==> src/rtl/alu_sequencer.sv <==
// Command front-end for the 32-bit ripple ALU: decodes a 3-bit command into slice
// controls, holds the ALU inputs for SETTLE cycles, then captures result and flags.
module alu_sequencer #(
  parameter int WIDTH  = 32,
  parameter int SETTLE = 4
) (
  input  logic             clk,
  input  logic             reset,
  input  logic             cmdValid,
  output logic             cmdReady,
  input  logic [2:0]       command,
  input  logic [WIDTH-1:0] operandA,
  input  logic [WIDTH-1:0] operandB,
  output logic [WIDTH-1:0] aluA,
  output logic [WIDTH-1:0] aluB,
  output logic [2:0]       aluOperation,
  output logic             aluInvertA,
  output logic             aluInvertB,
  output logic             aluCarryin,
  input  logic [WIDTH-1:0] aluResult,
  input  logic             aluCarryout,
  input  logic             aluOverflow,
  output logic             rspValid,
  input  logic             rspReady,
  output logic [WIDTH-1:0] result,
  output logic             carryout,
  output logic             overflow,
  output logic             zero,
  output logic [1:0]       fsm_state
);

  // Handshakes: a command transfers on a rising edge where cmdValid && cmdReady;
  // a response transfers on a rising edge where rspValid && rspReady. Both ready/valid
  // outputs are pure functions of state.
  typedef enum logic [1:0] {
    S_IDLE = 2'd0,
    S_WAIT = 2'd1,
    S_DONE = 2'd2
  } state_t;

  localparam logic [7:0] LOAD = 8'(SETTLE - 1);

  state_t     state;
  state_t     state_nxt;
  logic [7:0] count;
  logic       arith;
  logic       accept;
  logic       capture;

  logic [2:0] dec_op;
  logic       dec_ia;
  logic       dec_ib;
  logic       dec_ci;
  logic       dec_arith;

  assign accept  = (state == S_IDLE) && cmdValid;
  assign capture = (state == S_WAIT) && (count == 8'd0);

  always_comb begin
    dec_op    = 3'd0;
    dec_ia    = 1'b0;
    dec_ib    = 1'b0;
    dec_ci    = 1'b0;
    dec_arith = 1'b0;
    case (command)
      3'd0: dec_arith = 1'b1;
      3'd1: begin dec_ib = 1'b1; dec_ci = 1'b1; dec_arith = 1'b1; end
      3'd2: dec_op = 3'd1;
      3'd3: begin dec_op = 3'd2; dec_ib = 1'b1; dec_ci = 1'b1; dec_arith = 1'b1; end
      3'd4: dec_op = 3'd3;
      3'd5: begin dec_op = 3'd4; dec_ia = 1'b1; dec_ib = 1'b1; end
      3'd6: begin dec_op = 3'd3; dec_ia = 1'b1; dec_ib = 1'b1; end
      default: dec_op = 3'd4;
    endcase
  end

  always_ff @(posedge clk or posedge reset) begin
    if (reset) state <= S_IDLE;
    else       state <= state_nxt;
  end

  always_comb begin
    state_nxt = state;
    case (state)
      S_IDLE:  if (cmdValid) state_nxt = S_WAIT;
      S_WAIT:  if (count == 8'd0) state_nxt = S_DONE;
      S_DONE:  if (rspReady) state_nxt = S_IDLE;
      default: state_nxt = S_IDLE;
    endcase
  end

  always_comb begin
    cmdReady  = (state == S_IDLE);
    rspValid  = (state == S_DONE);
    fsm_state = state;
  end

  // ALU inputs only move on accept, so they persist through WAIT, DONE and back into IDLE.
  always_ff @(posedge clk or posedge reset) begin
    if (reset) begin
      aluA         <= '0;
      aluB         <= '0;
      aluOperation <= 3'd0;
      aluInvertA   <= 1'b0;
      aluInvertB   <= 1'b0;
      aluCarryin   <= 1'b0;
      arith        <= 1'b0;
      count        <= 8'd0;
    end else if (accept) begin
      aluA         <= operandA;
      aluB         <= operandB;
      aluOperation <= dec_op;
      aluInvertA   <= dec_ia;
      aluInvertB   <= dec_ib;
      aluCarryin   <= dec_ci;
      arith        <= dec_arith;
      count        <= LOAD;
    end else if ((state == S_WAIT) && (count != 8'd0)) begin
      count <= count - 8'd1;
    end
  end

  // Adder flags are meaningless for logic ops, so they are masked at capture.
  always_ff @(posedge clk or posedge reset) begin
    if (reset) begin
      result   <= '0;
      carryout <= 1'b0;
      overflow <= 1'b0;
      zero     <= 1'b0;
    end else if (capture) begin
      result   <= aluResult;
      carryout <= arith & aluCarryout;
      overflow <= arith & aluOverflow;
      zero     <= (aluResult == '0);
    end
  end

endmodule

==> config.mk <==
export PLATFORM = sky130hd
export DESIGN_NAME = alu_sequencer
export DESIGN_NICKNAME = d
export VERILOG_FILES = /design/src/rtl/alu_sequencer.sv
export SDC_FILE = /design/constraint.sdc
export NUM_CORES = 1
export LEC_CHECK = 0
export CAP_MARGIN = 0
export CELL_PAD_IN_SITES_DETAIL_PLACEMENT = 0
export CELL_PAD_IN_SITES_GLOBAL_PLACEMENT = 1
export CORE_MARGIN = 10
export CORE_UTILIZATION = 27
export DETAILED_ROUTE_END_ITERATION = 8
export GPL_ROUTABILITY_DRIVEN = 0
export PLACE_DENSITY_LB_ADDON = 0.2
export SYNTH_ARGS = -nofsm -noshare
export SYNTH_HDL_FRONTEND = slang
export SYNTH_SLANG_ARGS = --single-unit
==> constraint.sdc <==
create_clock -name clk -period 3.4 [get_ports clk]
set_input_delay 0.34 -clock clk [delete_from_list [all_inputs] [get_ports clk]]
set_output_delay 0.34 -clock clk [all_outputs]
set_load 0.02 [all_outputs]
==> impl_metrics.ini <==
[sta]
rsz0062_at_grt = no
relSlewSlack = 0.4748
holdWs_ps = 432.8
report.final.slew_viol_count = 0
worstMarginPinSlew_ps = 786.2
tns_ps = 0
period_minus_slack_ps = 2165
setup_violations = 0
fin_crit_sh = 0.6369
skew_ps = 6.141
fmax_ghz = 0.4618
hold_viol = 0

[grt]
grt_max_degree = 85
grt_pass1_wl_mm = 22.71
antenna_found_initial = 0
track_usage = 0.1277
grt_pass1_vias = 4237
gr-total-overflow = 0

[die]
std_cell_rows = 47
die_x_um = 150.6
start_util = 0.2767
io_pins = 214
die_area_um2 = 22680
die_h_um = 150.6
core_region_area_um2 = 16640

[placed_design]
port_buffers = 213
dp_hpwl_mm = 10.46
post-place-cells = 865

[drt]
initialDrtViolationCount = 96
final_antenna_net_count = 0
routed_wl_mm = 14.56
dr.pass1.iters = 4
num_vias = 3855
routedWlPerCell_um = 16.28
drc_errors = 0
via_per_inst = 4.312

[pwr]
p_sw_frac = 0.3657
power_density_nw_per_um2 = 987.4
power_frac_clock = 0.219
p_int_mw = 4.706
power_frac_comb = 0.456
switching_power_mw = 2.713
sequentialPowerShare = 0.325
ir_drop_mv = 0.3615
leakage_nw = 3.422

[synth]
syn_area_um2 = 4606
ys_warn_count = 0
ys_ff_latch = 116
synth_cell_types = 34
avgSynthCellArea_um2 = 10.28
syn_inst = 448
syn_nets = 555
yosysSeqAreaShare = 0.6303

[clocking]
cts_tree = built
htreeDepth = 4
clk_latency_ps = 400
clock_path_buffers = 2
numClockSinks = 116
cts_resized = 0
clkTransAtPathRegs_ps = 50
holdBufCountCts = 0
cts_setup_buffers = 0
cts_inserted_buffers = 17
root_buffer = clkbuf_16

[cells_and_area]
mostFrequentLayoutCell = nand2_1
diodes = 0
multi_input_area_um2 = 1598
layout.cells.most_common_list = nand2_1, clkdlybuf4s50_1, dfrtp_1
nNetsFinal = 771
fill_cells = 1563
regArea_um2 = 2903
fin_cells = 894
drive_gt1_frac = 0.1068
area_growth_pct = 63.14

[setup_path]
cp-start-kind = flop
crit_path_max_fanout = 6
critPathKind = reg -> out
critPathArrivalTime_ps = 1830
cpPeakStageDelay_ps = 680
crit_path_cell_trace = nor2_1 > clkdlybuf4s50_1
end_kind = output pin
slowest_stage = clkdlybuf4s50_1
crit_required_ps = 3060

[hold_path]
hp-class = in -> async

[run_status]
status = finished clean

[run]
max-cap-violations = 0
## state kept, by name, indices dropped and copies added (netlist names), 2 cells and up
| signal | flops |
|---|---|
| aluB | 32 |
| aluA | 32 |
| count | 8 |
| result | 32 |
| aluOperation | 3 |
| fsm_state | 2 |
## cells in the mapped netlist
cell type / n / area, um^2
nor2_1: 4 / 15.01
buf_6: 1 / 11.26
buf_2: 3 / 15.01
dfrtp_1: 116 / 2903
a21oi_1: 1 / 5.000
o211ai_1: 3 / 22.52
xor2_1: 3 / 26.28
nor3_1: 2 / 10.01
nand4_1: 2 / 12.51
nor4_1: 8 / 50.05
or4_4: 1 / 11.26
or3_2: 1 / 7.510
ha_1: 2 / 25.02
or4_1: 1 / 7.510
nand3b_1: 2 / 15.01
o21ai_0: 6 / 30.03
nor4b_1: 1 / 8.760
nor4_2: 1 / 12.51
and2b_1: 1 / 7.510
nand4b_1: 1 / 8.760
nand2b_1: 2 / 12.51
and2_1: 1 / 6.260
or3b_2: 1 / 8.760
inv_1: 5 / 18.77
o31ai_1: 4 / 30.03
nand2_1: 215 / 807.0
xnor2_1: 2 / 17.52
nand3_1: 3 / 15.01
mux2_2: 33 / 371.6
nor2b_1: 1 / 6.260
nor3b_1: 1 / 7.510
clkbuf_1: 17 / 63.81
mux2i_1: 2 / 20.02
o21ai_4: 1 / 16.27
## power groups by stage
stage	Sequential [mW]	Combinational [mW]	Clock, mW
3_5_place_dp	2.43	3.44	0
6_report	2.41	3.38	1.63
5_1_grt	2.50	3.68	1.75
3_3_place_gp	2.41	3.41	0
2_1_floorplan	3.16	0.972	0
4_1_cts	2.42	3.45	1.68
## per-stage QoR
stage,cell area (um^2),total power [mW],utilization,setup WS (ps)
global route,7513,7.936,0.4515,1092
finish,7513,7.419,0.4515,1235
CTS,7513,7.556,0.4515,1207
global placement,6980,5.814,0.4194,1244
floorplan,4609,4.127,-,1647
detailed placement,6980,5.869,0.4194,1197
## routing by layer
metal / track usage / wire, um
met1: 0.1506 / 6188
met2: 0.1874 / 6227
met3: 0.08133 / 1932
met4: 0.03850 / 209
met5: 0 / 0
## worst max-delay path: cells and delay by family (launching register included)
kind	cells	cell delay (ps)
buffers and inverters	1	680
DFF	1	450
and+or+nand+nor	1	300
## cells by family (layout without fill, tap and decap cells)
family / Yosys count / count (layout) / synth area share
DFF: 116 / 116 / 0.6303
and+or+nand+nor: 249 / 249 / 0.2236
xor gates and xnor gates: 5 / 5 / 0.009510
muxes: 35 / 35 / 0.08503
buffers and inverters: 26 / 252 / 0.02363
adders and majority gates: 2 / 2 / 0.005432
AOI/OAI and AO/OA: 15 / 15 / 0.02255
## worst paths after layout
path / start / to / cells after the start / slack [ps]
max in group asynchronous: reset / aluA[7] / 3 / 2060
min in group clk: operandA[22] / aluA[22] / 3 / 460
worst max register to register: fsm_state[1] / aluInvertA / 5 / 1240
worst min-delay path: reset / result[14] / 2 / 430
worst min register to register: aluB[10] / aluB[10] / 2 / 470
worst max-delay path: fsm_state[1] / cmdReady / 2 / 1230
## layout make-up
cell class                 instances  area share
inverter                           5    0.002998
clock buffer                      23     0.06361
clock inverter                     6    0.007327
multi-input combinational        306      0.2127
timing repair buffer             218      0.2904
tap                              220     0.03664
sequential                       116      0.3863
(Power assumes the default switching activity.)
